$ cat src/rtl/gpu_cmd_sequencer.sv
// CPU-to-GPU command sequencer: buffers CPU commands, replays them as timed GPU strobes,
// expands CLEAR into a home-and-fill sequence, and tracks a shadow copy of the text cursor.
module gpu_cmd_sequencer #(
  parameter int TEXT_W     = 80,
  parameter int TEXT_H     = 60,
  parameter int FIFO_DEPTH = 4,
  parameter int STROBE_HI  = 2,
  parameter int STROBE_LO  = 2
) (
  input  logic       clk,
  input  logic       rst_n,
  input  logic       cmd_valid,
  output logic       cmd_ready,
  input  logic [1:0] cmd_op,
  input  logic [7:0] cmd_data,
  output logic [1:0] gpu_interrupt_out,
  output logic [7:0] gpu_data_out,
  output logic       gpu_interrupt_enable,
  output logic       busy,
  output logic [6:0] cursor_x,
  output logic [5:0] cursor_y
);

  localparam int AW = $clog2(FIFO_DEPTH);
  localparam logic [1:0] OP_STORE = 2'b00;
  localparam logic [1:0] OP_MOVE  = 2'b01;
  localparam logic [1:0] OP_CLEAR = 2'b11;
  localparam logic [12:0] FILL_LAST = 13'(TEXT_W * TEXT_H - 1);
  localparam logic [7:0]  HI_LAST   = 8'(STROBE_HI - 1);
  localparam logic [7:0]  LO_LAST   = 8'(STROBE_LO - 1);

  typedef enum logic [2:0] {
    S_IDLE, S_SETUP, S_HI, S_LO, S_CLR_HX, S_CLR_HY, S_CLR_FILL
  } state_t;

  // Which clear step the strobe in flight belongs to, so LO knows where to continue.
  typedef enum logic [1:0] {CLR_NONE, CLR_X, CLR_Y, CLR_STORE} clr_t;

  // ---------------- command FIFO ----------------
  logic [9:0]    fifo_mem [FIFO_DEPTH];
  logic [AW-1:0] wr_ptr_reg, rd_ptr_reg;
  logic [AW:0]   count_reg;
  logic          full, empty, push, pop;
  logic [9:0]    head;

  state_t state_reg, state_next;

  assign full      = (count_reg == (AW+1)'(FIFO_DEPTH));
  assign empty     = (count_reg == '0);
  assign cmd_ready = !full;
  assign push      = cmd_valid && !full;
  assign pop       = (state_reg == S_IDLE) && !empty;
  assign head      = fifo_mem[rd_ptr_reg];

  always_ff @(posedge clk) begin
    if (push) fifo_mem[wr_ptr_reg] <= {cmd_op, cmd_data};
  end

  always_ff @(posedge clk or negedge rst_n) begin
    if (!rst_n) begin
      wr_ptr_reg <= '0;
      rd_ptr_reg <= '0;
      count_reg  <= '0;
    end else begin
      if (push) wr_ptr_reg <= wr_ptr_reg + 1'b1;
      if (pop)  rd_ptr_reg <= rd_ptr_reg + 1'b1;
      case ({push, pop})
        2'b10:   count_reg <= count_reg + 1'b1;
        2'b01:   count_reg <= count_reg - 1'b1;
        default: count_reg <= count_reg;
      endcase
    end
  end

  // ---------------- sequencing FSM ----------------
  clr_t        clr_reg, clr_next;
  logic [7:0]  phase_cnt_reg, phase_cnt_next;
  logic [12:0] fill_cnt_reg, fill_cnt_next;
  logic [7:0]  fill_byte_reg, fill_byte_next;
  logic [1:0]  op_reg, op_next;
  logic [7:0]  data_reg, data_next;
  logic [6:0]  cursor_x_reg, cursor_x_next;
  logic [5:0]  cursor_y_reg, cursor_y_next;

  always_ff @(posedge clk or negedge rst_n) begin
    if (!rst_n) begin
      state_reg     <= S_IDLE;
      clr_reg       <= CLR_NONE;
      phase_cnt_reg <= '0;
      fill_cnt_reg  <= '0;
      fill_byte_reg <= '0;
      op_reg        <= '0;
      data_reg      <= '0;
      cursor_x_reg  <= '0;
      cursor_y_reg  <= '0;
    end else begin
      state_reg     <= state_next;
      clr_reg       <= clr_next;
      phase_cnt_reg <= phase_cnt_next;
      fill_cnt_reg  <= fill_cnt_next;
      fill_byte_reg <= fill_byte_next;
      op_reg        <= op_next;
      data_reg      <= data_next;
      cursor_x_reg  <= cursor_x_next;
      cursor_y_reg  <= cursor_y_next;
    end
  end

  always_comb begin
    state_next     = state_reg;
    clr_next       = clr_reg;
    phase_cnt_next = phase_cnt_reg;
    fill_cnt_next  = fill_cnt_reg;
    fill_byte_next = fill_byte_reg;
    op_next        = op_reg;
    data_next      = data_reg;
    case (state_reg)
      S_IDLE: begin
        if (!empty) begin
          if (head[9:8] == OP_CLEAR) begin
            fill_byte_next = head[7:0];
            state_next     = S_CLR_HX;
          end else begin
            op_next    = head[9:8];
            data_next  = head[7:0];
            clr_next   = CLR_NONE;
            state_next = S_SETUP;
          end
        end
      end
      S_SETUP: begin
        phase_cnt_next = '0;
        state_next     = S_HI;
      end
      S_HI: begin
        if (phase_cnt_reg == HI_LAST) begin
          phase_cnt_next = '0;
          state_next     = S_LO;
        end else begin
          phase_cnt_next = phase_cnt_reg + 1'b1;
        end
      end
      S_LO: begin
        if (phase_cnt_reg == LO_LAST) begin
          phase_cnt_next = '0;
          case (clr_reg)
            CLR_X: state_next = S_CLR_HY;
            CLR_Y: state_next = S_CLR_FILL;
            CLR_STORE: begin
              // Fill stores chain straight into the next SETUP with op/data unchanged.
              if (fill_cnt_reg == FILL_LAST) begin
                clr_next   = CLR_NONE;
                state_next = S_IDLE;
              end else begin
                fill_cnt_next = fill_cnt_reg + 1'b1;
                state_next    = S_SETUP;
              end
            end
            default: state_next = S_IDLE;
          endcase
        end else begin
          phase_cnt_next = phase_cnt_reg + 1'b1;
        end
      end
      S_CLR_HX: begin
        if (cursor_x_reg != '0) begin
          op_next    = OP_MOVE;
          data_next  = {1'b1, 7'd0 - cursor_x_reg};
          clr_next   = CLR_X;
          state_next = S_SETUP;
        end else begin
          state_next = S_CLR_HY;
        end
      end
      S_CLR_HY: begin
        if (cursor_y_reg != '0) begin
          op_next    = OP_MOVE;
          data_next  = {2'b00, 6'd0 - cursor_y_reg};
          clr_next   = CLR_Y;
          state_next = S_SETUP;
        end else begin
          state_next = S_CLR_FILL;
        end
      end
      S_CLR_FILL: begin
        op_next       = OP_STORE;
        data_next     = fill_byte_reg;
        fill_cnt_next = '0;
        clr_next      = CLR_STORE;
        state_next    = S_SETUP;
      end
      default: state_next = S_IDLE;
    endcase
  end

  // Shadow cursor follows the GPU on the first HI cycle of every strobe.
  always_comb begin
    cursor_x_next = cursor_x_reg;
    cursor_y_next = cursor_y_reg;
    if (state_reg == S_HI && phase_cnt_reg == '0) begin
      if (op_reg == OP_STORE) begin
        if (cursor_x_reg == 7'(TEXT_W - 1)) begin
          cursor_x_next = '0;
          cursor_y_next = (cursor_y_reg == 6'(TEXT_H - 1)) ? 6'd0 : cursor_y_reg + 6'd1;
        end else begin
          cursor_x_next = cursor_x_reg + 7'd1;
        end
      end else if (op_reg == OP_MOVE) begin
        if (data_reg[7]) cursor_x_next = cursor_x_reg + data_reg[6:0];
        else             cursor_y_next = cursor_y_reg + data_reg[5:0];
      end
    end
  end

  assign gpu_interrupt_out    = op_reg;
  assign gpu_data_out         = data_reg;
  assign gpu_interrupt_enable = (state_reg == S_HI);
  assign busy                 = !empty || (state_reg != S_IDLE);
  assign cursor_x             = cursor_x_reg;
  assign cursor_y             = cursor_y_reg;

endmodule

$ cat config.mk
export PLATFORM = sky130hd
export DESIGN_NAME = gpu_cmd_sequencer
export DESIGN_NICKNAME = d
export VERILOG_FILES = /design/src/rtl/gpu_cmd_sequencer.sv
export SDC_FILE = /design/constraint.sdc
export NUM_CORES = 1
export LEC_CHECK = 0
export CAP_MARGIN = 20
export CORE_ASPECT_RATIO = 0.9
export CORE_UTILIZATION = 45
export DETAILED_ROUTE_END_ITERATION = 12
export SLEW_MARGIN = 20
export SYNTH_ARGS = -nofsm -noshare
export SYNTH_HDL_FRONTEND = slang
export SYNTH_SLANG_ARGS = --single-unit
$ cat constraint.sdc
create_clock -name clk -period 4.77 [get_ports clk]
set_input_delay 0.954 -clock clk [delete_from_list [all_inputs] [get_ports clk]]
set_output_delay 0.954 -clock clk [all_outputs]
set_load 0.1 [all_outputs]
==> metrics.txt, run 1 <==
Die Footprint 0.0134 mm²; element type at the critical path end output port; accumulated negative setup slack 0 ns; # Post-CTS Setup Buffers 0; cts hold-fix bufs 0; fmax 258 MHz; yosys synthesis warning count 0; Hold WC Path Type reg -> reg; Post-Synthesis Mean Instance Area 10.8 µm²; net count after synthesis 580; Row Count 38; setup slack on the worst flop-to-flop path 1.97 ns; max-cap check violation count 0; unrepaired setup endpoints after global routing no; crit-path cells or3b_2 > inv_1 > clkdlybuf4s50_1; post-synth top area share 0.276; starting density of the core 0.471; leakage power 2.69 nW; clock slew seen by the registers of the worst setup and hold paths 0.08 ns; First DRT Iteration DRCs 354; via count 4188; maximum fanout count along the critical path 25; data arrival at the endpoint of the critical path 2.92 ns; Num CTS Buffers 9; routability congestion estimate from global placement 0.849; slowest CP cell clkdlybuf4s50_1; number of inserted diodes 0; final core utilization 0.536; number of antenna violations at the first check in global routing 0; result of the run complete, no violations; global-route usage over all layers 0.202; source of the worst hold timing path count_reg[2]$_DFFE_PN0P_; maximum number of pins on one net before global-route repair 39; Power Dens Cells 748 mW/mm²; part of the Yosys area used for sequential elements 0.483; post-CTS sizing 0; post-detailed-placement cell area 0.00629 mm²; number of global-route vias before repair 3945; logic depth of the worst register-to-register path 6; worst setup skew after layout 0.0102 ns; share of flip-flops with an asynchronous set or reset after synthesis 0.615; total congestion overflow after global routing 0; largest incremental delay on the critical path 1.12 ns; cell depth of the worst hold path 1; global-route wire length before repair 20.5 mm; Final Net Count 608; R2R Path End gpu_data_out[2]$_DFFE_PN0P_; flip-flop count of the largest register after layout 40; area of the mapped netlist 0.00580 mm²; Worst Path Required 3.82 ns; TritonCTS clock tree done; Antenna Violating Nets Remaining 0; Total Routed Length 12.3 mm; gate count of the mapped netlist 538; layout cell share with drive strength beyond 1 0.107; die height 110 µm; min Tclk post-route 3.87 ns; Worst Setup Slack, final 0.895 ns; Hold Path End count_reg[2]$_DFFE_PN0P_; reg-to-reg critical path startpoint rd_ptr_reg[0]$_DFFE_PN0P_; Place WS 1.28 ns; number of synthesized flops with an enable pin 40; via density per instance 5.73; Final setup viols 0; # fillers 1065; HPWL after detailed placement 8.88 mm; WL per Instance 16.9 µm; CP Class reg -> out; tightest slew margin relative to the limit 0.333; maximum buffer depth of the clock tree 2; number of H-tree branching levels 3; number of I/O pins 39; Post-synth top cells 64 x dfrtp_1, 43 x nand2_1, 40 x edfxtp_1, 40 x nor2_1, 38 x o21ai_0; DR DRC count 0; Std-Cell Core Area 0.0123 mm²; number of different library cells in the post-synthesis netlist 61; Pins Over Slew Limit 0; detailed-router iteration count before antenna repair 4; sort of element at the start of the critical path flip-flop; top cells by area in the synthesized netlist dfrtp_1 28%, edfxtp_1 21%, ha_1 5.6%; worst-case vdd ir drop 0.354 mV; Die X-Extent 122 µm; Sinks on Clock Net 104; multi-input gate area in the final layout 0.00281 mm²; input/output buffers 38; FF+latch count, synth 104; Clk Tree Root Cell clkbuf_16; Synth area leader dfrtp_1; clock latency reported for the late side of the worst-skew pair 0.36 ns; final count of hold timing violations 0; transition at the pin with the smallest max-transition slack 0.997 ns; final instance area 0.00661 mm²; most common flop cell mapped by yosys dfrtp_1; Area Overhead vs Synth 13.8%; most repeated cell in the gate-level netlist after synthesis dfrtp_1; final worst path period share 0.812; total area of sequential cells 0.00280 mm²
==> worst max-delay path by stage <==
stage | cells past startpoint | to | startpoint | slack, ns
2_1_floorplan | 10 | count_reg[2]$_DFFE_PN0P_ | count_reg[0]$_DFFE_PN0P_ | 1.85
3_3_place_gp | 3 | gpu_interrupt_enable | state_reg[1]$_DFFE_PN0P_ | 1.30
3_5_place_dp | 3 | gpu_interrupt_enable | state_reg[1]$_DFFE_PN0P_ | 1.28
4_1_cts | 3 | gpu_interrupt_enable | state_reg[1]$_DFFE_PN0P_ | 0.89
5_1_grt | 3 | gpu_interrupt_enable | state_reg[1]$_DFFE_PN0P_ | 0.78
6_report | 3 | gpu_interrupt_enable | state_reg[1]$_DFFE_PN0P_ | 0.90
==> cell usage in the layout (no fill, tap or decap), types with 6 or more instances in the layout <==
cell and n:
clkdlybuf4s50_1 37, and2_1 6, clkbuf_16 9, mux2i_1 7, a21oi_1 22, o21ai_0 38, and3_1 13, mux4_2 10
a31oi_1 8, xor2_1 20, inv_1 22, nor3_1 16, mux2_2 16, nor2_1 40, nand3_1 22, ha_1 26
xnor2_1 13, nand2_1 43, dfrtp_1 64, edfxtp_1 40
==> kinds of logic (layout without fill, tap and decap cells) <==
group / after synthesis / count (layout) / synth area share
and+or+nand+nor: 180 / 180 / 0.163
AOI/OAI and AO/OA: 113 / 113 / 0.123
DFF: 104 / 104 / 0.483
buffers and inverters: 46 / 79 / 0.0330
xor gates and xnor gates: 33 / 33 / 0.0498
muxes: 33 / 33 / 0.0819
adders and majority gates: 29 / 29 / 0.0664
==> per-layer routing <==
layer | vias up | part of all wire | GRT usage
met3 | 15 | 0.042 | 0.0425
met4 | 0 | 0.015 | 0.0661
met2 | 95 | 0.46 | 0.313
li1 | 2022 | - | -
met1 | 2056 | 0.48 | 0.284
met5 | - | 0 | 0
==> layout make-up <==
type | instances | share of cell area
repair buffers | 41 | 0.0602
multi-input cells | 388 | 0.425
clock inverters | 7 | 0.0131
flip-flops and latches | 104 | 0.424
clock buffers | 9 | 0.0341
inverters | 22 | 0.0125
well taps | 160 | 0.0303
==> power by group <==
| group | switching, mW | total (mW) | internal (mW) |
|---|---|---|---|
| Sequential | 0.335 | 1.52 | 1.18 |
| Clock | 0.381 | 0.760 | 0.380 |
| Combinational | 1.72 | 2.66 | 0.945 |
| Total | 2.43 | 4.94 | 2.51 |
==> worst max-delay path, delay by kind of cell, from the launching register on <==
| kind | cells | cell delay (ns) |
|---|---|---|
| buffers and inverters | 2 | 1.19 |
| flip-flops | 1 | 0.79 |
| AND/OR/NAND/NOR | 1 | 0.58 |
==> stage by stage <==
step | hold slack [ns] | cells | power [mW]
2_1_floorplan | 0.464 | 538 | 3.54
5_1_grt | 0.529 | 731 | 5.28
3_3_place_gp | 0.485 | 715 | 4.14
4_1_cts | 0.510 | 731 | 4.96
6_report | 0.509 | 731 | 4.94
3_5_place_dp | 0.499 | 715 | 4.19
(Power assumes the default switching activity.)
==> inputs of run 2 (changes only) <==
==> constraint.sdc (replaced) <==
create_clock -name clk -period 4.02 [get_ports clk]
set_input_delay 0.804 -clock clk [delete_from_list [all_inputs] [get_ports clk]]
set_output_delay 0.804 -clock clk [all_outputs]
set_load 0.1 [all_outputs]
==> run 2 against run 1 <==
Net effect:
- setup slack gained 0.11 ns
- combinational power grew 20%
- design area shrank 0.45%
- final cell count is the same
- global-route usage shrank 0.11 points
- clock power grew 12%
- sequential share of layout area grew 0.19 points
- die area is the same
- hold slack lost 0.0021 ns
- clock-buffer cell count grew 1
- largest power group unchanged
==> metrics.txt, run 2 (same netlist as run 1, synthesis figures left out) <==
Die Footprint 0.0134 mm² (unchanged); number of antenna violations at the first check in global routing 0 (unchanged); accumulated negative setup slack 0 ns (unchanged); Place WS 1.33 ns (+0.0455 ns); clock latency reported for the late side of the worst-skew pair 0.35 ns (about the same); # fillers 1093 (+2.6%); Area Overhead vs Synth 13.3%; min Tclk post-route 3.02 ns; maximum fanout count along the critical path 6 (-76%); TritonCTS clock tree done; tightest slew margin relative to the limit 0.351 (+0.0179); Antenna Violating Nets Remaining 0 (unchanged); HPWL after detailed placement 8.88 mm (about the same); Clk Tree Root Cell clkbuf_16; combined buffer and inverter count along the critical path 2 (unchanged); logic depth of the worst register-to-register path 6 (unchanged); maximum number of pins on one net before global-route repair 42 (+7.7%); R2R Path End cursor_y[5]$_DFFE_PN0P_; cell family with most CP delay buffers and inverters; number of global-route vias before repair 4062 (+3.0%); Pins Over Slew Limit 0 (unchanged); final core utilization 0.534 (-0.00244); Total Routed Length 12.2 mm (-1.2%); commonest cells after routing, fill and taps aside 64 x dfrtp_1, 43 x nand2_1, 40 x nor2_1, 40 x edfxtp_1, 38 x o21ai_0; WL per Instance 16.7 µm (-1.2%); element type at the critical path end output port; max-cap check violation count 0 (unchanged); worst-case vdd ir drop 0.427 mV (+21%); transition at the pin with the smallest max-transition slack 0.970 ns (-0.0267 ns); worst setup skew after layout 0.00648 ns (-0.00376 ns); via density per instance 5.72 (-0.12%); global-route usage over all layers 0.201 (-0.00110); die height 110 µm (unchanged); Final Net Count 608 (unchanged); Die X-Extent 122 µm (unchanged); detailed-router iteration count before antenna repair 4 (unchanged); worst setup path end cmd_ready; Final setup viols 0 (unchanged); most common cell after layout, fill and taps aside dfrtp_1; First DRT Iteration DRCs 292 (-18%); data arrival at the endpoint of the critical path 2.21 ns (-0.71 ns); DR DRC count 0 (unchanged); total congestion overflow after global routing 0 (unchanged); # Post-CTS Setup Buffers 0 (unchanged); cell count along the critical path 3 (unchanged); fmax 332 MHz; reg-to-reg critical path startpoint state_reg[1]$_DFFE_PN0P_; slowest CP cell clkdlybuf4s50_1; unrepaired setup endpoints after global routing no; sort of element at the start of the critical path flip-flop; input/output buffers 38 (unchanged); Sinks on Clock Net 104 (unchanged); CP Class reg -> out; global-route wire length before repair 20.6 mm (+0.24%); final worst path period share 0.750; Num CTS Buffers 9 (unchanged); routability congestion estimate from global placement 0.825 (-2.9%); number of I/O pins 39 (unchanged); final count of hold timing violations 0 (unchanged); largest incremental delay on the critical path 1.18 ns (+0.06 ns); post-CTS sizing 0 (unchanged); leakage power 2.68 nW (-0.43%); number of H-tree branching levels 3 (unchanged); clock slew seen by the registers of the worst setup and hold paths 0.07 ns (about the same); layout cell share with drive strength beyond 1 0.109 (+0.00175); crit-path cells inv_1 > nand3_1 > clkdlybuf4s50_1; Std-Cell Core Area 0.0123 mm² (unchanged); Worst Path Required 3.22 ns (-0.60 ns); setup slack on the worst flop-to-flop path 1.34 ns (-0.63 ns); number of inserted diodes 0 (unchanged); cell depth of the worst hold path 1 (unchanged); maximum buffer depth of the clock tree 2 (unchanged); flip-flop count of the largest register after layout 40 (unchanged); Power Dens Cells 882 mW/mm² (+18%); starting density of the core 0.471 (unchanged); result of the run complete, no violations; Worst Setup Slack, final 1.00 ns (+0.110 ns); cts hold-fix bufs 0 (unchanged); Worst Hold Slack 0.507 ns (-0.00207 ns); critical path startpoint count_reg[0]$_DFFE_PN0P_; Row Count 38 (unchanged); Hold WC Path Type reg -> reg; via count 4183 (-0.12%)
## run 2: worst min-delay path by stage
stage | startpoint | end
floorplan | count_reg[2]$_DFFE_PN0P_ | count_reg[2]$_DFFE_PN0P_
global placement | count_reg[2]$_DFFE_PN0P_ | count_reg[2]$_DFFE_PN0P_
detailed placement | fill_byte_reg[5]$_DFFE_PN0P_ | fill_byte_reg[5]$_DFFE_PN0P_
CTS | count_reg[2]$_DFFE_PN0P_ | count_reg[2]$_DFFE_PN0P_
global route | fill_byte_reg[5]$_DFFE_PN0P_ | fill_byte_reg[5]$_DFFE_PN0P_
finish | count_reg[2]$_DFFE_PN0P_ | count_reg[2]$_DFFE_PN0P_
## run 2: metal layers
metal  vias up  routed length, µm  global-route usage  part of all wire
li1       2022                  -                   -                 -
met1      2056               5830               0.272              0.48
met2        91               5670               0.319              0.47
met3        14                487              0.0456             0.040
met4         0                197              0.0714             0.016
met5         -                  0                   0                 0
## run 2: stage by stage
step                total power [mW]  instances  cell area (µm²)
finish                          5.80        731             6580
global placement                4.93        715             6290
floorplan                       4.19        538             5800
CTS                             5.84        731             6580
detailed placement              4.97        715             6290
global route                    6.20        731             6580
## run 2: layout make-up
type                            instances  area [µm²]  share of cell area
Tap cell                              160         200              0.0304
Multi-Input combinational cell        388        2810               0.427
Clock buffer                           10         229              0.0348
Inverter                               22        82.6              0.0126
Clock inverter                          6        57.6             0.00875
Timing Repair Buffer                   41         393              0.0598
Sequential cell                       104        2800               0.426
## run 2: worst register-to-register path, stage by stage, from the launching register on
cell and delay (ns):
dfrtp_1 0.80, or3b_2 0.56, nor4_4 0.33, nand3_2 0.28, o21ai_1 0.21, o41ai_1 0.08
or3_1 0.31
## run 2: power breakdown
group | switching, mW | leakage, nW | internal [mW]
Sequential | 0.372 | 1.18 | 1.40
Clock | 0.414 | 0.141 | 0.436
Combinational | 2.05 | 1.36 | 1.12
==> inputs of run 3 (changes only) <==
--- a/config.mk
+++ b/config.mk
@@ -9,6 +9,7 @@
 export CORE_ASPECT_RATIO = 0.9
 export CORE_UTILIZATION = 45
 export DETAILED_ROUTE_END_ITERATION = 12
+export PLACE_DENSITY = 0.66
 export SLEW_MARGIN = 20
 export SYNTH_ARGS = -nofsm -noshare
 export SYNTH_HDL_FRONTEND = slang
==> constraint.sdc (replaced) <==
create_clock -name clk -period 2.69 [get_ports clk]
set_input_delay 0.538 -clock clk [delete_from_list [all_inputs] [get_ports clk]]
set_output_delay 0.538 -clock clk [all_outputs]
set_load 0.1 [all_outputs]
==> run 3 against run 2 <==
Net effect:
- power rose by 51%
- sequential share of layout area decreased by 0.37 points
- final cell count is 1.2% higher
==> metrics.txt, run 3 (same netlist as run 1, synthesis figures left out) <==
global-route wire length before repair 20.2 mm (-1.6%); Sequential Power Share 0.298 (-0.008); commonest cells after routing, fill and taps aside 58 x dfrtp_1, 43 x nand2_1, 40 x nor2_1, 40 x edfxtp_1, 38 x o21ai_0; Total Routed Length 12.2 mm (-0.21%); total power draw 8.76 mW (+51%); maximum buffer depth of the clock tree 2 (unchanged); maximum fanout count along the critical path 8 (+2); detailed-router iteration count before antenna repair 5 (+1); element type at the critical path end flip-flop; HPWL after detailed placement 8.88 mm (about the same); number of global-route vias before repair 4039 (-0.57%); combinational share of power 0.551 (+0.003); P_sw 4.30 mW (+52%); crit-path cells ha_1 > fa_1 > a21oi_1 > o21ai_0 > a2bb2oi_1 > a21oi_1 > o31ai_1 > o31ai_1; number of I/O pins 39 (unchanged); CP Class reg -> reg; Row Count 38 (unchanged); grt met1 use 0.270 (-0.00151); Clk network pwr share 0.150 (+0.003); DR DRC count 0 (unchanged); final worst path period share 0.870; worst setup skew after layout 0.00791 ns (+0.00143 ns); Std-Cell Core Area 0.0123 mm² (unchanged); Die X-Extent 122 µm (unchanged); number of H-tree branching levels 3 (unchanged); accumulated negative setup slack 0 ns (unchanged); met2 track demand over resource 0.313 (-0.00609); sort of element at the start of the critical path flip-flop; flip-flop count of the largest register after layout 40 (unchanged); final count of hold timing violations 0 (unchanged); GR Layer Usage met3 0.0410 (-0.00467); Antenna Violating Nets Remaining 0 (unchanged); Sinks on Clock Net 104 (unchanged); cts hold-fix bufs 0 (unchanged); input/output buffers 38 (unchanged); TritonCTS clock tree done; most common cell after layout, fill and taps aside dfrtp_1; die height 110 µm (unchanged); net switching share of the total power 0.491 (+0.00149); Power Dens Cells 1320 mW/mm² (+49%); max-cap check violation count 0 (unchanged); layout cell share with drive strength beyond 1 0.178 (+0.0690); Final Net Count 617 (+1.5%); Hold WC Path Type in -> async; WL per Instance 16.4 µm (-1.4%); logic depth of the worst register-to-register path 8 (+2); number of placed instances, taps included 724 (+1.3%); Place WS 0.335 ns (-0.993 ns); number of inserted diodes 0 (unchanged); Cell Int Power 4.46 mW (+51%); total congestion overflow after global routing 0 (unchanged); Clk Tree Root Cell clkbuf_16; clock slew seen by the registers of the worst setup and hold paths 0.08 ns (about the same); result of the run complete, no violations; Worst Path Required 2.90 ns (-0.32 ns); maximum number of pins on one net before global-route repair 36 (-14%); fmax 427 MHz; leakage power 2.77 nW (+3.2%); final core utilization 0.540 (+0.00610); clock latency reported for the late side of the worst-skew pair 0.35 ns (about the same); via count 4213 (+0.72%); Final setup viols 0 (unchanged); transition at the pin with the smallest max-transition slack 0.800 ns (-0.170 ns); largest incremental delay on the critical path 0.46 ns (-0.72 ns); routability congestion estimate from global placement 0.828 (+0.40%); First DRT Iteration DRCs 260 (-11%); Pins Over Slew Limit 0 (unchanged); unrepaired setup endpoints after global routing no; via density per instance 5.69 (-0.51%); Worst Setup Slack, final 0.350 ns (-0.655 ns); slowest CP cell dfrtp_2; Die Footprint 0.0134 mm² (unchanged); number of antenna violations at the first check in global routing 0 (unchanged); Num CTS Buffers 9 (unchanged); Final Non-Filler Cells 740 (+1.2%); worst-case vdd ir drop 0.621 mV (+46%); post-CTS sizing 0 (unchanged); tightest slew margin relative to the limit 0.463 (+0.112); starting density of the core 0.471 (unchanged); gr busiest metal met2; Area Overhead vs Synth 14.6%; min Tclk post-route 2.34 ns; data arrival at the endpoint of the critical path 2.55 ns (+0.34 ns); global-route usage over all layers 0.197 (-0.00404); # Post-CTS Setup Buffers 0 (unchanged)
## run 3: cell count changes in the layout (fill, tap and decap cells not counted), sizes merged
cell,delta
buf,+33
clkdlybuf4s50,-24
inv,+1
clkbuf,-1
## run 3: metrics by stage
step	hold slack, ns	instance area [µm²]
after detailed placement	0.496	6350
after global placement	0.487	6350
after floorplan	0.242	5820
after CTS	0.269	6650
after global routing	0.297	6650
final	0.250	6650
## run 3: cell type report
cell class	instances	area [µm²]
Clock buffer	9	225
Timing Repair Buffer	50	438
Fill cell	1078	5660
Sequential cell	104	2810
Inverter	22	82.6
Tap cell	160	200
Clock inverter	7	78.8
Multi-Input combinational cell	388	2820
## run 3: worst paths after layout
check                                         start                           end  slack, ns
setup reg to reg            cursor_x[0]$_DFFE_PN0P_       cursor_x[6]$_DFFE_PN0P_       0.35
hold / removal                                rst_n  phase_cnt_reg[3]$_DFFE_PN0P_       0.25
min in group clk           count_reg[0]$_DFFE_PN0P_      count_reg[0]$_DFFE_PN0P_       0.51
setup / recovery            cursor_x[0]$_DFFE_PN0P_       cursor_x[6]$_DFFE_PN0P_       0.35
hold reg to reg            count_reg[0]$_DFFE_PN0P_      count_reg[0]$_DFFE_PN0P_       0.51
max in group asynchronous                     rst_n   fill_cnt_reg[8]$_DFFE_PN0P_       1.80
## run 3: per-layer routing
metal	part of all wire	vias up
met1	0.48	2044
li1	-	2037
met3	0.048	12
met2	0.46	120
met4	0.012	0
met5	0	-
## run 3: power groups by stage
stage / clock, mW / sequential (mW) / combinational [mW]
floorplan: 0 / 3.56 / 2.72
global placement: 0 / 2.61 / 4.75
detailed placement: 0 / 2.64 / 4.81
CTS: 1.35 / 2.61 / 4.83
global route: 1.40 / 2.69 / 5.24
finish: 1.32 / 2.61 / 4.83
## run 3: worst max-delay path: cells and delay by family, from the launching register on
family,cells,cell delay (ns)
AO/OA/AOI/OAI,6,1.07
flip-flops,1,0.46
adder cells (fa/ha/maj),2,0.65
